<file path="config.mk">
export PLATFORM = sky130hd
export DESIGN_NAME = multicycle_arm_controller
export DESIGN_NICKNAME = d
export VERILOG_FILES = /design/src/rtl/ctrl_pkg.sv /design/src/rtl/cond_check.sv /design/src/rtl/multicycle_arm_controller.sv
export SDC_FILE = /design/constraint.sdc
export NUM_CORES = 1
export LEC_CHECK = 0
export ABC_AREA = 0
export ABC_CLOCK_PERIOD_IN_PS = 2200
export CELL_PAD_IN_SITES_DETAIL_PLACEMENT = 2
export CELL_PAD_IN_SITES_GLOBAL_PLACEMENT = 2
export CORE_ASPECT_RATIO = 0.8
export CORE_MARGIN = 3
export CORE_UTILIZATION = 20
export CTS_BUF_LIST = sky130_fd_sc_hd__clkbuf_4
export CTS_CLUSTER_DIAMETER = 200
export DETAILED_ROUTE_END_ITERATION = 12
export HOLD_SLACK_MARGIN = 0.1
export PLACE_DENSITY_LB_ADDON = 0.05
export SYNTH_ARGS = -nofsm -noshare
export SYNTH_HDL_FRONTEND = slang
export SYNTH_HIERARCHICAL = 1
export SYNTH_SLANG_ARGS = --single-unit
</file>
<file path="constraint.sdc">
create_clock -name clk -period 2.2 [get_ports clk]
set_clock_uncertainty 0.05 [all_clocks]
set_input_delay 0.44 -clock clk [delete_from_list [all_inputs] [get_ports clk]]
set_output_delay 0.44 -clock clk [all_outputs]
set_load 0.005 [all_outputs]
</file>
<file path="src/rtl/ctrl_pkg.sv">
// rtl/ctrl_pkg.sv - shared encodings and instruction decode for the multi-cycle ARM controller
package ctrl_pkg;

  typedef enum logic [3:0] {
    S_FETCH,
    S_DECODE,
    S_EXEC_R,
    S_MEM_ADDR,
    S_MEM_RD,
    S_MEM_WR,
    S_MEM_WB,
    S_BRANCH,
    S_FAULT
  } state_e;

  localparam logic [1:0] OP_DP  = 2'b00;
  localparam logic [1:0] OP_MEM = 2'b01;
  localparam logic [1:0] OP_BR  = 2'b10;

  localparam logic [5:0] F_AND   = 6'b000000;
  localparam logic [5:0] F_SUB   = 6'b000100;
  localparam logic [5:0] F_ADD   = 6'b001000;
  localparam logic [5:0] F_ORR   = 6'b011000;
  localparam logic [5:0] F_CMP   = 6'b010101;
  localparam logic [5:0] F_SHIFT = 6'b011010;
  localparam logic [5:0] F_STR   = 6'b011000;
  localparam logic [5:0] F_LDR   = 6'b011001;

  localparam logic [1:0] SH_LSL = 2'b00;
  localparam logic [1:0] SH_LSR = 2'b01;

  localparam logic [2:0] ALU_ADD = 3'b000;
  localparam logic [2:0] ALU_SUB = 3'b001;
  localparam logic [2:0] ALU_AND = 3'b010;
  localparam logic [2:0] ALU_ORR = 3'b011;
  localparam logic [2:0] ALU_LSR = 3'b100;
  localparam logic [2:0] ALU_LSL = 3'b101;

  localparam logic [1:0] IMM_SHAMT5 = 2'd0;
  localparam logic [1:0] IMM_12     = 2'd1;
  localparam logic [1:0] IMM_24     = 2'd2;

  localparam logic [1:0] BSEL_REG  = 2'd0;
  localparam logic [1:0] BSEL_IMM  = 2'd1;
  localparam logic [1:0] BSEL_FOUR = 2'd2;

  localparam logic [3:0] COND_EQ = 4'b0000;
  localparam logic [3:0] COND_NE = 4'b0001;
  localparam logic [3:0] COND_CS = 4'b0010;
  localparam logic [3:0] COND_CC = 4'b0011;
  localparam logic [3:0] COND_MI = 4'b0100;
  localparam logic [3:0] COND_PL = 4'b0101;
  localparam logic [3:0] COND_VS = 4'b0110;
  localparam logic [3:0] COND_VC = 4'b0111;
  localparam logic [3:0] COND_HI = 4'b1000;
  localparam logic [3:0] COND_LS = 4'b1001;
  localparam logic [3:0] COND_GE = 4'b1010;
  localparam logic [3:0] COND_LT = 4'b1011;
  localparam logic [3:0] COND_GT = 4'b1100;
  localparam logic [3:0] COND_LE = 4'b1101;
  localparam logic [3:0] COND_AL = 4'b1110;
  localparam logic [3:0] COND_NV = 4'b1111;

  typedef enum logic [2:0] {
    C_NONE,
    C_ALU,
    C_CMP,
    C_SHIFT,
    C_LDR,
    C_STR,
    C_BR
  } iclass_e;

  typedef struct packed {
    iclass_e    cls;
    logic [2:0] alu;
  } decode_t;

  // C_NONE marks an undecodable instruction.
  function automatic decode_t decode(input logic [1:0] op, input logic [5:0] funct,
                                     input logic [1:0] sh);
    decode_t d;
    d.cls = C_NONE;
    d.alu = ALU_ADD;
    case (op)
      OP_DP: begin
        case (funct)
          F_ADD: begin d.cls = C_ALU; d.alu = ALU_ADD; end
          F_SUB: begin d.cls = C_ALU; d.alu = ALU_SUB; end
          F_AND: begin d.cls = C_ALU; d.alu = ALU_AND; end
          F_ORR: begin d.cls = C_ALU; d.alu = ALU_ORR; end
          F_CMP: begin d.cls = C_CMP; d.alu = ALU_SUB; end
          F_SHIFT: begin
            if (sh == SH_LSL) begin
              d.cls = C_SHIFT;
              d.alu = ALU_LSL;
            end else if (sh == SH_LSR) begin
              d.cls = C_SHIFT;
              d.alu = ALU_LSR;
            end
          end
          default: d.cls = C_NONE;
        endcase
      end
      OP_MEM: begin
        if (funct == F_STR) d.cls = C_STR;
        else if (funct == F_LDR) d.cls = C_LDR;
      end
      OP_BR: d.cls = C_BR;
      default: d.cls = C_NONE;
    endcase
    return d;
  endfunction

endpackage

</file>
<file path="src/rtl/cond_check.sv">
// rtl/cond_check.sv - combinational ARM condition-field evaluator against NZCV
module cond_check
  import ctrl_pkg::*;
(
  input  logic [3:0] cond,
  input  logic [3:0] nzcv,
  output logic       pass
);

  logic n, z, c, v;
  assign {n, z, c, v} = nzcv;

  // NV returns 0 here; the controller flags it as illegal separately.
  always_comb begin
    pass = 1'b0;
    case (cond)
      COND_EQ: pass = z;
      COND_NE: pass = ~z;
      COND_CS: pass = c;
      COND_CC: pass = ~c;
      COND_MI: pass = n;
      COND_PL: pass = ~n;
      COND_VS: pass = v;
      COND_VC: pass = ~v;
      COND_HI: pass = c & ~z;
      COND_LS: pass = ~c | z;
      COND_GE: pass = (n == v);
      COND_LT: pass = (n != v);
      COND_GT: pass = ~z & (n == v);
      COND_LE: pass = z | (n != v);
      COND_AL: pass = 1'b1;
      default: pass = 1'b0;
    endcase
  end

endmodule

</file>
<file path="src/rtl/multicycle_arm_controller.sv">
// rtl/multicycle_arm_controller.sv - multi-cycle ARM-subset control FSM with memory handshake and timeout fault
module multicycle_arm_controller
  import ctrl_pkg::*;
#(
  parameter int ALU_CTRL_W  = 3,
  parameter int MEM_TIMEOUT = 16,
  parameter bit COND_EXEC   = 1'b1
) (
  input  logic                  clk,
  input  logic                  rst,
  input  logic [31:0]           instr,
  input  logic [3:0]            nzcv,
  input  logic                  mem_ready,
  output logic                  mem_req,
  output logic                  mem_write,
  output logic                  ir_write,
  output logic                  pc_write,
  output logic                  pc_src,
  output logic                  reg_write,
  output logic                  reg_sel,
  output logic                  alu_a_sel,
  output logic [1:0]            alu_b_sel,
  output logic [ALU_CTRL_W-1:0] alu_control,
  output logic [1:0]            imm_src,
  output logic                  flag_write,
  output logic                  result_sel,
  output logic                  instr_done,
  output logic                  illegal,
  output logic                  fault
);

  localparam int CNT_W   = (MEM_TIMEOUT > 0) ? $clog2(MEM_TIMEOUT + 1) : 1;
  localparam int TO_LAST = (MEM_TIMEOUT > 0) ? MEM_TIMEOUT - 1 : 0;

  state_e           state, state_next;
  logic [CNT_W-1:0] wait_cnt;
  logic             waiting;
  logic [2:0]       alu_code;
  logic [3:0]       cond_eff;
  logic             cond_pass;
  decode_t          dec;

  logic unused_bits;
  assign unused_bits = ^{instr[19:7], instr[4:0]};

  assign cond_eff = COND_EXEC ? instr[31:28] : COND_AL;
  assign dec      = decode(instr[27:26], instr[25:20], instr[6:5]);
  assign fault    = (state == S_FAULT);

  cond_check u_cond_check (
    .cond (cond_eff),
    .nzcv (nzcv),
    .pass (cond_pass)
  );

  always_ff @(posedge clk) begin
    if (!rst) begin
      state    <= S_FETCH;
      wait_cnt <= '0;
    end else begin
      state <= state_next;
      // Counts only stalls within one state; any exit or handshake restarts it.
      if (waiting && state_next == state) wait_cnt <= wait_cnt + CNT_W'(1);
      else wait_cnt <= '0;
    end
  end

  always_comb begin
    state_next  = state;
    mem_req     = 1'b0;
    mem_write   = 1'b0;
    ir_write    = 1'b0;
    pc_write    = 1'b0;
    pc_src      = 1'b0;
    reg_write   = 1'b0;
    reg_sel     = 1'b0;
    alu_a_sel   = 1'b0;
    alu_b_sel   = BSEL_REG;
    alu_code    = ALU_ADD;
    imm_src     = IMM_SHAMT5;
    flag_write  = 1'b0;
    result_sel  = 1'b0;
    instr_done  = 1'b0;
    illegal     = 1'b0;

    case (state)
      S_FETCH: begin
        mem_req = 1'b1;
        if (mem_ready) begin
          ir_write   = 1'b1;
          pc_write   = 1'b1;
          state_next = S_DECODE;
        end
      end
      S_DECODE: begin
        state_next = S_FETCH;
        if (cond_eff == COND_NV) begin
          illegal    = 1'b1;
          instr_done = 1'b1;
        end else if (!cond_pass) begin
          instr_done = 1'b1;
        end else begin
          case (dec.cls)
            C_ALU, C_CMP, C_SHIFT: state_next = S_EXEC_R;
            C_LDR, C_STR:          state_next = S_MEM_ADDR;
            C_BR:                  state_next = S_BRANCH;
            default: begin
              illegal    = 1'b1;
              instr_done = 1'b1;
            end
          endcase
        end
      end
      S_EXEC_R: begin
        alu_code   = dec.alu;
        instr_done = 1'b1;
        state_next = S_FETCH;
        if (dec.cls == C_CMP) begin
          flag_write = 1'b1;
        end else begin
          reg_write  = 1'b1;
          result_sel = 1'b1;
        end
        if (dec.cls == C_SHIFT) begin
          alu_a_sel = 1'b1;
          alu_b_sel = BSEL_IMM;
          imm_src   = IMM_SHAMT5;
        end
      end
      S_MEM_ADDR: begin
        alu_b_sel  = BSEL_IMM;
        imm_src    = IMM_12;
        state_next = (dec.cls == C_LDR) ? S_MEM_RD : S_MEM_WR;
      end
      S_MEM_RD: begin
        mem_req = 1'b1;
        if (mem_ready) state_next = S_MEM_WB;
      end
      S_MEM_WR: begin
        mem_req   = 1'b1;
        mem_write = 1'b1;
        if (mem_ready) begin
          instr_done = 1'b1;
          state_next = S_FETCH;
        end
      end
      S_MEM_WB: begin
        reg_write  = 1'b1;
        reg_sel    = 1'b1;
        instr_done = 1'b1;
        state_next = S_FETCH;
      end
      S_BRANCH: begin
        pc_write   = 1'b1;
        pc_src     = 1'b1;
        alu_b_sel  = BSEL_IMM;
        imm_src    = IMM_24;
        instr_done = 1'b1;
        state_next = S_FETCH;
      end
      S_FAULT: state_next = S_FAULT;
      default: state_next = S_FETCH;
    endcase

    waiting = mem_req & ~mem_ready;
    if (MEM_TIMEOUT > 0 && waiting && wait_cnt == CNT_W'(TO_LAST)) state_next = S_FAULT;

    alu_control = ALU_CTRL_W'(alu_code);

    if (!rst) begin
      mem_req     = 1'b0;
      mem_write   = 1'b0;
      ir_write    = 1'b0;
      pc_write    = 1'b0;
      pc_src      = 1'b0;
      reg_write   = 1'b0;
      reg_sel     = 1'b0;
      alu_a_sel   = 1'b0;
      alu_b_sel   = '0;
      alu_control = '0;
      imm_src     = '0;
      flag_write  = 1'b0;
      result_sel  = 1'b0;
      instr_done  = 1'b0;
      illegal     = 1'b0;
    end
  end

endmodule
</file>
==> flow_summary.rst <==
.. list-table::
   :header-rows: 1

   * - Metric
     - Value
   * - Violation count after the first detailed-routing iteration
     - 29
   * - Logic pwr share
     - 0.466
   * - Total number of vias
     - around 1500
   * - Library cell contributing the largest single delay on the critical path
     - sky130_fd_sc_hd__a211o_1
   * - Count of state elements after synthesis
     - 9
   * - Result of the run
     - complete, but fails checks
   * - Max-cap violations
     - 0
   * - Critical Path End Type
     - primary output
   * - Data arrival time at the worst-slack endpoint
     - between 1500 and 2000 ps
   * - Average vias per placed instance
     - 4.97
   * - CP Cell Sequence
     - buf_8 -> mux2_4 -> a21oi_2 -> o211ai_1 -> a211o_1 -> buf_6 -> a41oi_2 -> buf_2
   * - Final Cycle Share
     - 1.06
   * - Number of nets in the final layout
     - 276
   * - Switching Fraction
     - 0.328
   * - Initial antenna violation count
     - 0
   * - Worst setup path category
     - primary input to primary output
   * - Violations in the final reports
     - negative setup slack
   * - Standard-cell rows
     - 23
   * - Root buf cell
     - sky130_fd_sc_hd__clkbuf_4
   * - Biggest cell delay along the critical path
     - approximately 350 ps
   * - Sinks on the clock net
     - 9
   * - Number of cells in the design after placement
     - 281
   * - Proportion of register bits with asynchronous set or reset after synthesis
     - 0
   * - Power density of the placed cells
     - 291 nW/um2
   * - Leading post-synthesis cells by instance count
     - sky130_fd_sc_hd__nor2_1, sky130_fd_sc_hd__dfxtp_1, sky130_fd_sc_hd__nand2_1
   * - Max Root-Sink Buffers
     - 2
   * - Remaining global-route overflow
     - 0
   * - Critical path data required time
     - between 1500 and 2000 ps
   * - Synth top area cells
     - sky130_fd_sc_hd__dfxtp_1, sky130_fd_sc_hd__nor2_1, sky130_fd_sc_hd__nand2b_1
   * - Fin worst setup slack
     - -141 ps
   * - Buffers on Ports
     - 39
   * - Final setup TNS
     - -388 ps
   * - Peak Freq
     - 0.427 GHz
   * - Endpoints failing setup
     - 5
   * - Share of post-route cells with drive strength above 1
     - 0.491
   * - Count of buffer and inverter cells on the critical path
     - 3
   * - Relative slew margins
     - 0.646
   * - Largest vdd supply drop
     - roughly 0.000084 V
   * - Leading area contributor after synthesis
     - sky130_fd_sc_hd__dfxtp_1
   * - Final Non-Filler Cells
     - 296
   * - Min-Delay Path Class
     - register to register
   * - Number of buffers added by the clock tree synthesis step
     - 3
   * - Final non-filler cell area
     - 2030 um2
   * - Total Wirelength
     - roughly 5200 um
   * - Total Routing Usage GR
     - 0.172
   * - Number of hold buffers added after cts
     - 0
   * - Internal Power
     - slightly below 0.4 mW
   * - H-tree Lvls
     - 1
   * - Standard cell area after detailed placement
     - 1790 um2
   * - Biggest fanout along the worst timing path
     - 6
   * - Final cell utilization of the core
     - 0.398
   * - Shortest clock period the worst path allows after layout
     - 2340 ps
   * - Netlist area before placement
     - roughly 1100 um2
   * - Final ANT Viol Nets
     - 0
   * - Part of the total power dissipated in the clock network
     - 0.239
   * - Layout overhead on the synthesized area
     - 89.3%
   * - Post-synth EDFFs
     - 0
   * - Routed wire per std cell
     - 17.5 um
   * - Placer Congestion
     - 0.758
   * - Maximum number of pins on one net before global-route repair
     - 13
   * - Number of different library cells in the post-synthesis netlist
     - 53
   * - Core ar.
     - 5090 um2
   * - Crit-path leading delay family
     - compound AO/OA/AOI/OAI gates
   * - TritonCTS clock tree
     - done
   * - Sequential element share of the synthesized area
     - 0.168
   * - HPWL after detailed placement
     - 4040 um
   * - Static power due to leakage
     - between 0.9 and 1 nW
   * - Post-synth top flop
     - sky130_fd_sc_hd__dfxtp_1
   * - Average instance area after synthesis
     - 7.20 um2
   * - Starting utilization of the core area
     - 0.211
   * - Clock network latency to the later pin of the worst-skew pair
     - 260 ps
   * - Critical path startpoint category
     - primary input
   * - Total count of max-transition violations in the final report
     - 0
   * - Number of top-level pins
     - 59
   * - Detailed-router iteration count before antenna repair
     - 4
   * - Fraction of post-synthesis cell area in the top cell type by area
     - 0.168
   * - Clock-pin transition on the worst setup and hold timing paths
     - 60 ps
   * - Top-count cell post-synth
     - sky130_fd_sc_hd__nor2_1
   * - Synthesized netlist cell count
     - 149
   * - Net count after synthesis
     - 190
   * - Die area
     - 6280 um2
   * - Tot Pwr
     - 0.590 mW
   * - Antenna Cells
     - 0
   * - Flop pwr share
     - 0.295
   * - Unrepaired setup endpoints after global routing
     - yes
   * - Die outline width
     - 87.9 um
   * - Vias in the first global route
     - 1677
   * - Yosys synthesis warning count
     - 6
   * - Hold Fails Final Rpt
     - 0
   * - Vertical extent of the die
     - 71.5 um
   * - Switching component of the power
     - 0.194 mW
   * - DRC violations left
     - 0
   * - Transition time at the pin with the least slew margin
     - 518 ps
   * - First-pass GRT wire length
     - about 8600 um
==> power by group through the flow <==
stage	combinational, mW	clock (mW)	sequential [mW]
floorplan	0.0923	0	0.174
CTS	0.262	0.145	0.174
detailed placement	0.235	0	0.177
finish	0.275	0.141	0.174
global route	0.301	0.156	0.175
global placement	0.224	0	0.176
==> kinds of logic (layout without fill, tap and decap cells) <==
group                    count (synthesis)  after routing  synth area share
AND/OR/NAND/NOR                         86             86             0.474
flip-flops                               9              9             0.168
XOR/XNOR                                 5              5            0.0479
AO/OA/AOI/OAI                           33             33             0.208
other                                    1              1           0.00350
multiplexers                             1              1            0.0140
adder cells (fa/ha/maj)                  2              2            0.0233
buffers and inverters                   12             97            0.0618
==> path summary, 6_finish.rpt <==
kind | from | end | slack [ps] | cells past startpoint
worst max-delay path | instr[30] | instr_done | -140 | 8
worst min-delay path | wait_cnt[0]$_SDFF_PN0_ | wait_cnt[0]$_SDFF_PN0_ | 420 | 1
worst max register to register | wait_cnt[0]$_SDFF_PN0_ | state[3]$_SDFF_PN0_ | 370 | 6
worst min register to register | wait_cnt[0]$_SDFF_PN0_ | wait_cnt[0]$_SDFF_PN0_ | 420 | 1
==> metrics by stage <==
| stage | hold slack [ps] | setup slack, ps |
|---|---|---|
| 2_1_floorplan | 368 | 126 |
| 3_3_place_gp | 380 | -900 |
| 3_5_place_dp | 407 | -1010 |
| 4_1_cts | 421 | -155 |
| 5_1_grt | 460 | -199 |
| 6_report | 417 | -141 |
==> sequential cells by signal, summed over array words and instances, names as in the netlist <==
| signal | flops |
|---|---|
| wait_cnt | 5 |
| state | 4 |
==> area by class of cell <==
cell class,instances,area [um2]
Clock buffer,4,30.0
Fill cell,592,3060
Inverter,3,11.3
Multi-Input combinational cell,128,990
Sequential cell,9,184
Tap cell,62,77.6
Timing Repair Buffer,90,737
==> layer usage <==
metal  part of all wire  vias to the layer above  track usage
met5                  0                        -            0
met2               0.52                       31        0.307
met4             0.0058                        0       0.0170
li1                   -                      714            -
met1               0.44                      722        0.221
met3              0.042                        4       0.0333
==> cells in the final DEF (no fill, tap or decap), types with 3 or more instances in the layout <==
master,instances
sky130_fd_sc_hd__or3b_2,3
sky130_fd_sc_hd__clkdlybuf4s15_1,5
sky130_fd_sc_hd__clkbuf_4,4
sky130_fd_sc_hd__a211o_1,3
sky130_fd_sc_hd__nand4_1,4
sky130_fd_sc_hd__nor2_1,23
sky130_fd_sc_hd__buf_2,11
sky130_fd_sc_hd__nor3_1,4
sky130_fd_sc_hd__and3_1,5
sky130_fd_sc_hd__inv_1,3
sky130_fd_sc_hd__xor2_1,3
sky130_fd_sc_hd__dfxtp_2,3
sky130_fd_sc_hd__clkbuf_2,3
sky130_fd_sc_hd__nand2b_1,6
sky130_fd_sc_hd__buf_6,11
sky130_fd_sc_hd__nand2_1,6
sky130_fd_sc_hd__dlygate4sd2_1,8
sky130_fd_sc_hd__buf_4,45
sky130_fd_sc_hd__dfxtp_1,6
sky130_fd_sc_hd__o21ai_1,3
sky130_fd_sc_hd__a21oi_1,6
==> what timing repair did <==
action / CTS / global route
endpoints found under the setup margin: 22 / 12
buffers inserted: 8 / 4
pin swaps: 12 / 14
resized for setup: 138 / 29
No activity file was read; power rests on OpenSTA's default activity.
